$ cat src/rtl/gray_dec_if.sv
// Gray decoder bus: sample strobe and Gray input going in, decoded binary and
// status coming out.
//   En, GrayIn              : driven by the source (master)
//   Binary, Up, Down,
//   Overflow, Error         : driven by the decoder (slave)
interface gray_dec_if #(
  parameter int WIDTH = 3
);
  logic             En;
  logic [WIDTH-1:0] GrayIn;
  logic [WIDTH-1:0] Binary;
  logic             Up;
  logic             Down;
  logic             Overflow;
  logic             Error;

  modport master (
    output En, GrayIn,
    input  Binary, Up, Down, Overflow, Error
  );

  modport slave (
    input  En, GrayIn,
    output Binary, Up, Down, Overflow, Error
  );
endinterface

$ cat src/rtl/gray_decoder.sv
// gray_decoder: receive end of a Gray-code counter link.
// Samples GrayIn on En=1 cycles, converts it to binary, pulses Up/Down on
// single steps, keeps a sticky Overflow on the forward max->0 wrap, and
// enters FAULT (Error=1) when more than one bit changes between samples.
// Ports:
//   Clk    : rising-edge clock
//   Reset  : synchronous, active-high reset
//   bus    : gray_dec_if.slave (En, GrayIn in; Binary, Up, Down, Overflow, Error out)
// Build option:
//   GRAY_DEC_RESYNC_EN : when defined, an En=1 sample in FAULT returns the FSM
//                        to SYNC (that sample is dropped). When undefined,
//                        FAULT is left only by Reset.
module gray_decoder #(
  parameter int WIDTH = 3
) (
  input  logic       Clk,
  input  logic       Reset,
  gray_dec_if.slave  bus
);

  localparam logic [1:0] SYNC  = 2'd0;
  localparam logic [1:0] TRACK = 2'd1;
  localparam logic [1:0] FAULT = 2'd2;

  logic [1:0]       state;
  logic [WIDTH-1:0] prev;
  logic [WIDTH-1:0] bin_q;
  logic             up_q, down_q, ovf_q;

  function automatic logic [WIDTH-1:0] dec(input logic [WIDTH-1:0] g);
    logic [WIDTH-1:0] b;
    b[WIDTH-1] = g[WIDTH-1];
    for (int i = WIDTH-2; i >= 0; i--) b[i] = b[i+1] ^ g[i];
    return b;
  endfunction

  logic [WIDTH-1:0] bin_new, diff, bin_inc, bin_dec;
  logic             same, one_bit, is_inc, is_dec, is_wrap;

  // bin_q is always dec(prev), so the stored binary doubles as dec(prev).
  always_comb begin
    bin_new = dec(bus.GrayIn);
    diff    = bus.GrayIn ^ prev;
    bin_inc = bin_q + 1'b1;
    bin_dec = bin_q - 1'b1;
    same    = (diff == '0);
    one_bit = !same && ((diff & (diff - 1'b1)) == '0);
    is_inc  = one_bit && (bin_new == bin_inc);
    is_dec  = one_bit && (bin_new == bin_dec);
    is_wrap = is_inc && (bin_new == '0);
  end

  always_ff @(posedge Clk) begin
    if (Reset) begin
      state  <= SYNC;
      prev   <= '0;
      bin_q  <= '0;
      up_q   <= 1'b0;
      down_q <= 1'b0;
      ovf_q  <= 1'b0;
    end else begin
      up_q   <= 1'b0;
      down_q <= 1'b0;
      if (bus.En) begin
        case (state)
          SYNC: begin
            prev  <= bus.GrayIn;
            bin_q <= bin_new;
            state <= TRACK;
          end
          TRACK: begin
            if (is_inc) begin
              up_q  <= 1'b1;
              prev  <= bus.GrayIn;
              bin_q <= bin_new;
              if (is_wrap) ovf_q <= 1'b1;
            end else if (is_dec) begin
              down_q <= 1'b1;
              prev   <= bus.GrayIn;
              bin_q  <= bin_new;
            end else if (!same && !one_bit) begin
              state <= FAULT;
            end
            // A single-bit change that is not a +/-1 step (only possible for
            // WIDTH>2) is treated as noise: nothing is updated.
          end
          FAULT: begin
`ifdef GRAY_DEC_RESYNC_EN
            state <= SYNC;
`else
            state <= FAULT;
`endif
          end
          default: state <= SYNC;
        endcase
      end
    end
  end

  assign bus.Binary   = bin_q;
  assign bus.Up       = up_q;
  assign bus.Down     = down_q;
  assign bus.Overflow = ovf_q;
  assign bus.Error    = (state == FAULT);

endmodule
$ cat src/flat_wrapper.sv
// flat-port wrapper written by rule: the top's interface ports become plain ports
module gray_decoder_flat 
#(
  parameter int WIDTH = 3
)
  (Clk, Reset, bus_En, bus_GrayIn, bus_Binary, bus_Up, bus_Down, bus_Overflow, bus_Error);
  gray_dec_if #(.WIDTH(WIDTH)) bus_i ();
  input  logic Clk;
  input  logic Reset;
  input wire logic [$bits(bus_i.En)-1:0] bus_En;
  input wire logic [$bits(bus_i.GrayIn)-1:0] bus_GrayIn;
  output wire logic [$bits(bus_i.Binary)-1:0] bus_Binary;
  output wire logic [$bits(bus_i.Up)-1:0] bus_Up;
  output wire logic [$bits(bus_i.Down)-1:0] bus_Down;
  output wire logic [$bits(bus_i.Overflow)-1:0] bus_Overflow;
  output wire logic [$bits(bus_i.Error)-1:0] bus_Error;
  assign bus_i.En = bus_En;
  assign bus_i.GrayIn = bus_GrayIn;
  assign bus_Binary = bus_i.Binary;
  assign bus_Up = bus_i.Up;
  assign bus_Down = bus_i.Down;
  assign bus_Overflow = bus_i.Overflow;
  assign bus_Error = bus_i.Error;
  gray_decoder #(.WIDTH(WIDTH)) u_core (.Clk(Clk), .Reset(Reset), .bus(bus_i));
endmodule
$ cat config.mk
export PLATFORM = sky130hd
export DESIGN_NAME = gray_decoder_flat
export DESIGN_NICKNAME = d
export VERILOG_FILES = /design/src/rtl/gray_dec_if.sv /design/src/rtl/gray_decoder.sv /design/src/flat_wrapper.sv
export SDC_FILE = /design/constraint.sdc
export NUM_CORES = 1
export LEC_CHECK = 0
export CAP_MARGIN = 0
export CORE_MARGIN = 4
export CORE_UTILIZATION = 47
export CTS_CLUSTER_DIAMETER = 30
export DETAILED_ROUTE_END_ITERATION = 10
export GPL_ROUTABILITY_DRIVEN = 0
export PLACE_DENSITY = 0.71
export SLEW_MARGIN = 15
export SYNTH_ARGS = -nofsm -noshare
export SYNTH_HDL_FRONTEND = slang
export SYNTH_SLANG_ARGS = --single-unit
$ cat constraint.sdc
create_clock -name Clk -period 1.99 [get_ports Clk]
set_input_delay 0.2985 -clock Clk [delete_from_list [all_inputs] [get_ports Clk]]
set_output_delay 0.2985 -clock Clk [all_outputs]
set_load 0.02 [all_outputs]
==> results.yml, run 1 <==
timing:
  final_hold_viol_count: 0
  fin_skew_ns: 0.00140
  fmax_mhz: 527
  finalCritPeriodShare_pct: 95.3
  finalCriticalPeriod_ns: 1.90
  relSlewSlack_pct: 68.7
  slew_violations: 0
  setup_tns_ns: 0
  tightest_slew_ns: 0.469
  setup_viol: 0
  rsz0062_at_grt: "true"
layout:
  fin_area_mm2: 0.00125
  final_util_pct: 73.0
  fin_nets: 135
  antenna_cells: 0
  mostFrequentLayoutCell: "buf_4"
  stdcell_count: 147
  area_growth_pct: 48.6
  final_cell_mix: "18 x buf_4, 11 x clkdlybuf4s50_1, 9 x inv_1, 9 x dfxtp_1"
  drive_gt1_share_pct: 33.6
routing:
  initialDrtViolationCount: 20
  dr_total_vias: 844
  wl_per_cell_um: 15.2
  firstDrtPassIters: 4
  drc: 0
  wl_um: 2240
  via_per_inst: 5.74
  antenna_left: 0
synthesis:
  synth_warnings: 0
  synth.avg_cell_area_um2: 9.33
  ys_ff_latch: 10
  synth_nets: 102
  synth_cells: 90
  syn_area_um2: 840
  seq_area_frac_synth_pct: 23.8
  yosys.cell_types.count: 32
global_routing:
  grt_pass1_wl_um: 3740
  grt_max_degree: 12
  track_usage_pct: 19.1
  antenna_found_initial: 0
  overflow: 0
  grt_pass1_vias: 788
clocking:
  clk_pin_slew_ns: 0.07
  insertion_delay_ns: 0.26
  numCtsBuffers: 3
  root_buffer: "clkbuf_4"
  cts_buffer_depth: 2
  cts_max_level: 1
  cts_tree: "yes"
  clock-sinks: 10
  cts_hold_buf: 0
place:
  dp_hpwl_um: 1680
  placed_cells: 141
  dpl_cell_area_mm2: 0.00110
  portBuffers: 12
critical_path:
  critPathMaxFanout: 6
  worstPathRequired_ns: 2.18
  critPathLaunchType: "register"
  cp-end-kind: "register"
  worstSetupPathType: "register to register"
  arrival_ns: 2.08
pwr:
  total_power_uw: 1070
  power.share.clock_pct: 17.0
  switchingPower_uw: 405
  p_leak_uw: 0.000500
  comb_power_share_pct: 59.4
  p_int_uw: 666
  p_sw_share_pct: 37.8
  pwr_density_cell_mw_per_mm2: 859
  vdd_drop_max_v: 0.000608
  seqPwrFrac_pct: 23.7
floorplan:
  ioPinCount: 13
  die_y_um: 50.3
  die-area_mm2: 0.00253
  core_area_mm2: 0.00171
  rows: 15
  start_util_pct: 49.2
  dieWidth_um: 50.3
status:
  status: "finished clean"
hold_path:
  hold_path.class: "register to register"
job:
  maxCapViolCount: 0
==> path summary, 6_finish.rpt <==
check / from / to / slack (ns) / cells after the start
worst max-delay path: u_core.bus.Binary[0] / u_core.bus.Binary[2] / 0.09 / 8
worst min-delay path: u_core.bus.Overflow / u_core.bus.Overflow / 0.49 / 2
worst max register to register: u_core.bus.Binary[0] / u_core.bus.Binary[2] / 0.09 / 8
worst min register to register: u_core.bus.Overflow / u_core.bus.Overflow / 0.49 / 2
==> registers in the layout, indices dropped and copies added (netlist names) <==
signal	count
u_core.prev	2
u_core.bus.Binary	3
u_core.bus.Up	1
u_core.bus.Down	1
u_core.bus.Overflow	1
u_core.state	2
==> cells by family after synthesis <==
logic type | after synthesis | share of synthesized area, %
buffers and inverters | 12 | 5.96
AO/OA/AOI/OAI | 23 | 24.9
AND/OR/NAND/NOR | 24 | 16.5
multiplexers | 3 | 3.58
adder cells (fa/ha/maj) | 7 | 10.1
XOR/XNOR | 11 | 15.1
flip-flops | 10 | 23.8
==> critical path: stages (launching register included) <==
cell	delay, ns
dfxtp_2	0.35
inv_1	0.07
ha_4	0.26
xnor2_4	0.22
mux2i_4	0.38
a21oi_2	0.11
buf_4	0.17
o32a_1	0.18
o211ai_1	0.09
==> what timing repair did <==
action,in CTS,in global routing
pin swaps,0,3
buffers inserted,0,2
setup endpoints to repair,5,5
resized for setup,1,18
cloned,0,0
==> final cells by class <==
cell class / instances / area [um2]
Fill cell: 124 / 460
Timing Repair Buffer: 31 / 269
Multi-Input combinational cell: 68 / 676
Inverter: 9 / 33.8
Sequential cell: 10 / 201
Tap cell: 25 / 31.3
Clock buffer: 4 / 36.3
==> routing by layer <==
metal,wire length [um],up-vias,track usage [%]
met5,0,-,0
met4,30,0,6.45
met3,143,4,4.15
met2,1140,41,32.6
met1,923,392,23.5
li1,-,407,-
==> synth_stat cells, drive strengths merged <==
cell type / count / share of area (%)
o21ai: 1 / 0.60
a41oi: 1 / 1.0
nand4: 5 / 3.7
a21boi: 1 / 1.3
nand3b: 1 / 0.89
dfxtp: 10 / 24
ha: 6 / 8.9
nor2: 6 / 2.7
xnor2: 8 / 12
o211ai: 5 / 4.5
nand3: 5 / 3.0
o32a: 5 / 6.0
clkbuf: 1 / 0.45
o211a: 1 / 1.2
a2111oi: 5 / 5.2
nand2b: 1 / 0.75
mux2i: 3 / 3.6
a21oi: 2 / 1.6
inv: 9 / 4.0
and4b: 1 / 1.2
maj3: 1 / 1.2
xor2: 3 / 3.1
buf: 2 / 1.5
a211oi: 1 / 2.4
o31a: 1 / 1.0
and3: 3 / 2.8
and4: 1 / 1.0
nand2: 1 / 0.45
==> per-stage QoR <==
step	setup WS, ns	hold slack, ns
after floorplan	0.0352	0.487
after global placement	-0.242	0.471
after detailed placement	-0.248	0.475
after CTS	0.0141	0.495
after global routing	-0.00510	0.537
final	0.0936	0.490
==> power by group through the flow <==
stage               Sequential (uW)  Clock (uW)  Combinational [uW]
finish                          254         182                 636
floorplan                       259           0                 313
global route                    257         196                 685
global placement                256           0                 492
detailed placement              256           0                 502
CTS                             253         182                 514
Note: power is estimated with default switching activity, not from simulation.
==> inputs of run 2 (changes only) <==
Settings changed: CORE_UTILIZATION 47 to 52, GPL_TIMING_DRIVEN from default to 0, PLACE_DENSITY 0.71 to 0.78.
Clock period 1.99 ns to 2.03 ns, I/O delays scaled along.
==> run 2 against run 1 <==
Compared with the run above: first-iteration DRC count is 35% higher; hold slack improved by 0.044 ns; global-route usage is 2.3 points higher; sequential share of layout area increased by 1.2 points; sequential power down 4%; critical path depth did not move; clock skew rose by 0.0050 ns; sequential cell count stayed put; utilization up 4.4 points; critical path type unchanged; largest cell class unchanged; largest power group unchanged.
==> results.yml, run 2 (synthesis results as in run 1) <==
critical_path:
  reg2reg_to: "u_core.bus.Binary[1]"
  cp-end-kind: "register"
  critPathMaxFanout: 6
  critPathLaunchType: "register"
  worstSetupPathType: "register to register"
  arrival_ns: 2.21
  r2r-start: "u_core.bus.Binary[0]"
  crit_slowest_cell: "a2111oi_2"
  worstPathRequired_ns: 2.21
  reg2reg_depth: 8
  regToRegSetupSlack_ns: 0.002
  cp_slowest_stage_delay_ns: 0.43
  crit_chain: "inv_1 > ha_4 > xnor2_4 > mux2i_4 > buf_12 > a2111oi_2 > nand4_1 > o211ai_1"
layout:
  fin_nets: 123
  antenna_cells: 0
  area_growth_pct: 40.5
  fillers: 103
  largest_register_ffs: 3
  mostFrequentLayoutCell: "clkdlybuf4s50_1"
  final_cell_mix: "10 x clkdlybuf4s50_1, 9 x inv_1, 8 x dfxtp_1"
  fin_area_mm2: 0.00118
  drive_gt1_share_pct: 28.4
  final_util_pct: 77.4
place:
  dp_hpwl_um: 1320
  portBuffers: 12
  pre_cts_ws_ns: -0.548
  dpl_cell_area_um2: 980
timing:
  tightest_slew_ns: 0.564
  finalCritPeriodShare_pct: 99.9
  relSlewSlack_pct: 62.4
  fin_skew_ns: 0.00641
  fmax_mhz: 493
  final_hold_viol_count: 0
  timing.hold.ws_ns: 0.533
  setup_viol: 0
  slew_violations: 0
  timing.final.ws_setup_ns: 0.00206
  finalCriticalPeriod_ns: 2.03
hold_path:
  hold_path_end: "u_core.bus.Overflow"
  hold_depth: 2
  hp-start: "u_core.bus.Overflow"
  hold_path.class: "register to register"
floorplan:
  rows: 14
  die_y_um: 48.2
  ioPinCount: 13
  start_util_pct: 55.1
  core_area_mm2: 0.00152
  dieWidth_um: 48.2
  die-area_mm2: 0.00232
global_routing:
  grt_pass1_wl_um: 3480
  grt_max_degree: 11
  grt_pass1_vias: 760
  antenna_found_initial: 0
  overflow: 0
  track_usage_pct: 21.5
clocking:
  cts_max_level: 1
  clock-sinks: 10
  numCtsBuffers: 3
  insertion_delay_ns: 0.26
  cts_buffer_depth: 2
  cts_hold_buf: 0
  root_buffer: "clkbuf_4"
  clk_pin_slew_ns: 0.06
  cts_tree: "yes"
pwr:
  switchingPower_uw: 416
  total_power_uw: 1020
  seqPwrFrac_pct: 24.2
  pwr_density_cell_mw_per_mm2: 861
  p_sw_share_pct: 41.0
  power.share.clock_pct: 13.1
  p_int_uw: 599
  p_leak_uw: 0.000436
  vdd_drop_max_v: 0.000749
  comb_power_share_pct: 62.8
routing:
  firstDrtPassIters: 4
  initialDrtViolationCount: 27
  drc: 0
  via_per_inst: 6.55
  wl_um: 2290
  antenna_left: 0
  dr_total_vias: 819
  wl_per_cell_um: 18.3
status:
  status: "finished clean"
job:
  maxCapViolCount: 0
[run 2: cell types whose count changed in the layout (fill, tap and decap cells not counted), sizes merged]
cell / change
dlygate4sd2: +2
clkdlybuf4s50: -1
buf: -13
dlymetal6s2s: -1
[run 2: worst max-delay path: cells and delay by family (launching register included)]
kind                       cells  cell delay (ns)
AOI/OAI and AO/OA              2             0.55
xor gates and xnor gates       1             0.15
adders and majority gates      1             0.26
buffers and inverters          2             0.23
DFF                            1             0.37
muxes                          1             0.22
and+or+nand+nor                1             0.16
[run 2: power by group through the flow]
stage               sequential, uW  clock (uW)  combinational (uW)
floorplan                      253           0                 307
CTS                            243         134                 514
global placement               246           0                 399
global route                   250         142                 675
detailed placement             246           0                 407
finish                         245         133                 637
[run 2: worst max-delay path by stage]
stage | from | end | slack (ns)
after CTS | u_core.bus.Binary[0] | u_core.bus.Binary[1] | 0.007
after global placement | bus_GrayIn[1] | u_core.bus.Binary[1] | -0.55
final | u_core.bus.Binary[0] | u_core.bus.Binary[1] | 0.002
after global routing | u_core.bus.Binary[0] | u_core.bus.Binary[1] | -0.08
after detailed placement | bus_GrayIn[1] | u_core.prev[1] | -0.55
after floorplan | u_core.bus.Binary[0] | u_core.prev[1] | 0.02
[run 2: routing by layer]
layer  wire, um  up-vias  global-route usage (%)
met1        991      376                    28.6
met3        249        4                    6.27
li1           -      385                       -
met5          0        -                       0
met2       1020       54                    32.8
met4         27        0                    7.53
[run 2: repair_timing]
item / in CTS / in global routing
gates resized for setup: 19 / 10
buffers inserted: 3 / 1
endpoints found under the setup margin: 6 / 5
pin swaps: 2 / 3
[run 2: through the flow]
stage	instances	TNS, ns
finish	125	0
global route	125	-0.0772
CTS	124	0
detailed placement	118	-3.45
global placement	118	-3.39
floorplan	90	0
[run 2: final cells by class]
class	instances	area (um2)	share of cell area (%)
Clock buffer	3	22.5	1.91
Buffer	3	16.3	1.38
Timing Repair Buffer	16	160	13.6
Inverter	9	33.8	2.86
Tap cell	16	20.0	1.70
Sequential cell	10	205	17.4
Multi-Input combinational cell	68	722	61.2
==> inputs of run 3 (changes only) <==
Settings changed: GPL_TIMING_DRIVEN 0 to default.
==> run 3 against run 2 <==
Compared with the run above: setup slack better by 0.071 ns; register-to-register slack better by 0.12 ns; global-route usage up 0.50 points; first-iteration DRC count up 3.7%; hold slack worse by 0.052 ns; fmax up 3.6%; via count up 2.1%; largest power group unchanged.
==> results.yml, run 3 (synthesis results as in run 1) <==
clocking:
  insertion_delay_ns: 0.27
  cts_tree: "yes"
  clock-sinks: 10
  numCtsBuffers: 3
  cts_max_level: 1
  root_buffer: "clkbuf_4"
  cts_buffer_depth: 2
  clk_pin_slew_ns: 0.06
layout:
  antenna_cells: 0
  fillers: 99
  fin_nets: 131
  drive_gt1_share_pct: 29.1
  stdcell_count: 133
  final_cell_mix: "15 x buf_4, 12 x clkdlybuf4s50_1, 10 x dfxtp_1"
  mostFrequentLayoutCell: "buf_4"
  largest_register_ffs: 3
  area_growth_pct: 39.2
timing:
  relSlewSlack_pct: 62.4
  final_hold_viol_count: 0
  timing.final.ws_setup_ns: 0.0734
  fin_skew_ns: 0.00364
  setup_viol: 0
  slew_violations: 0
  finalCriticalPeriod_ns: 1.96
  setup_tns_ns: 0
  finalCritPeriodShare_pct: 96.4
  tightest_slew_ns: 0.562
  timing.hold.ws_ns: 0.481
  fmax_mhz: 511
routing:
  via_per_inst: 6.29
  antenna_left: 0
  initialDrtViolationCount: 28
  drc: 0
  firstDrtPassIters: 4
  wl_um: 2280
  dr_total_vias: 836
  wl_per_cell_um: 17.2
floorplan:
  dieWidth_um: 48.2
  core_area_mm2: 0.00152
  ioPinCount: 13
  die-area_mm2: 0.00232
  start_util_pct: 55.1
  die_y_um: 48.2
  rows: 14
job:
  maxCapViolCount: 0
global_routing:
  grt_pass1_wl_um: 3520
  antenna_found_initial: 0
  track_usage_pct: 22.0
  grt_max_degree: 11
  overflow: 0
  grt_pass1_vias: 775
critical_path:
  regToRegSetupSlack_ns: 0.12
  path_buf_inv: 1
  worstSetupPathType: "input port to register"
  crit_cells: 7
  critPathMaxFanout: 5
  cp_top_family: "XOR/XNOR gates"
  cp-end-kind: "register"
  r2r-start: "u_core.bus.Binary[0]"
  crit_slowest_cell: "clkdlybuf4s50_1"
  reg2reg_depth: 8
  cp_slowest_stage_delay_ns: 0.47
  worstPathRequired_ns: 2.18
  crit_chain: "clkdlybuf4s50_1 > xnor2_1 > ha_1 > xor2_1 > o31a_1 > and3_4 > o211ai_1"
  reg2reg_to: "u_core.bus.Binary[1]"
  critPathLaunchType: "input port"
  arrival_ns: 2.11
pwr:
  pwr_density_cell_mw_per_mm2: 821
  comb_power_share_pct: 60.3
  power.share.clock_pct: 14.0
  p_int_uw: 577
  switchingPower_uw: 383
  vdd_drop_max_v: 0.000582
  p_sw_share_pct: 39.9
  seqPwrFrac_pct: 25.7
  p_leak_uw: 0.000456
status:
  status: "finished clean"
place:
  placed_cells: 130
  pre_cts_ws_ns: -0.237
  portBuffers: 12
  dp_hpwl_um: 1690
hold_path:
  hold_path_end: "u_core.bus.Overflow"
  hold_depth: 2
  hp-start: "u_core.bus.Overflow"
  hold_path.class: "register to register"
-- run 3: cell count changes in the layout (fill, tap and decap cells not counted), sizes merged --
cell           delta
buf               +9
clkbuf            -1
clkdlybuf4s50     +2
dlygate4sd2       -2
-- run 3: cell type report --
type / instances / area, um2 / share of cell area [%]
multi-input combinational: 68 / 659 / 56.4
timing repair buffer: 27 / 233 / 19.9
sequential: 10 / 200 / 17.1
clock buffer: 3 / 22.5 / 1.93
tap: 16 / 20.0 / 1.71
inverter: 9 / 33.8 / 2.89
-- run 3: worst max path at each step --
stage                    startpoint  slack, ns                    to
3_5_place_dp          bus_GrayIn[1]      -0.24  u_core.bus.Binary[1]
5_1_grt               bus_GrayIn[2]     -0.007  u_core.bus.Binary[1]
3_3_place_gp          bus_GrayIn[1]      -0.16  u_core.bus.Binary[1]
4_1_cts        u_core.bus.Binary[0]      0.001  u_core.bus.Binary[1]
6_report              bus_GrayIn[1]       0.07  u_core.bus.Binary[1]
2_1_floorplan  u_core.bus.Binary[0]       0.02        u_core.prev[1]
-- run 3: layer usage --
layer  global-route usage (%)  share of wire, %  up-vias
met1                     27.4                43      402
met3                     6.64               6.9        2
met2                     37.0                50       31
met5                        0                 0        -
li1                         -                 -      401
met4                     4.84              0.26        0
-- run 3: power groups by stage --
stage / combinational, uW / clock (uW) / sequential (uW)
finish: 578 / 134 / 247
global placement: 465 / 0 / 249
floorplan: 307 / 0 / 253
global route: 620 / 151 / 249
CTS: 484 / 138 / 245
detailed placement: 481 / 0 / 249
-- run 3: metrics by stage --
stage / util (%) / total power, uW / area, um2
after detailed placement: 70.6 / 730 / 1080
after floorplan: - / 560 / 840
after CTS: 72.1 / 867 / 1100
after global placement: 70.6 / 713 / 1080
final: 76.7 / 959 / 1170
after global routing: 76.7 / 1020 / 1170
-- run 3: worst register-to-register path, stage by stage (launching register included) --
cell and delay [ns]:
dfxtp_1 0.35, inv_1 0.08, ha_4 0.27, xnor2_4 0.22, mux2i_4 0.38, a21oi_2 0.11, buf_4 0.17, o32a_1 0.17
o211ai_1 0.08
-- run 3: repair_timing --
item	CTS	global route
hold buffers	0	0
resized for setup	0	17
buffers inserted	0	0
setup endpoints to repair	0	5
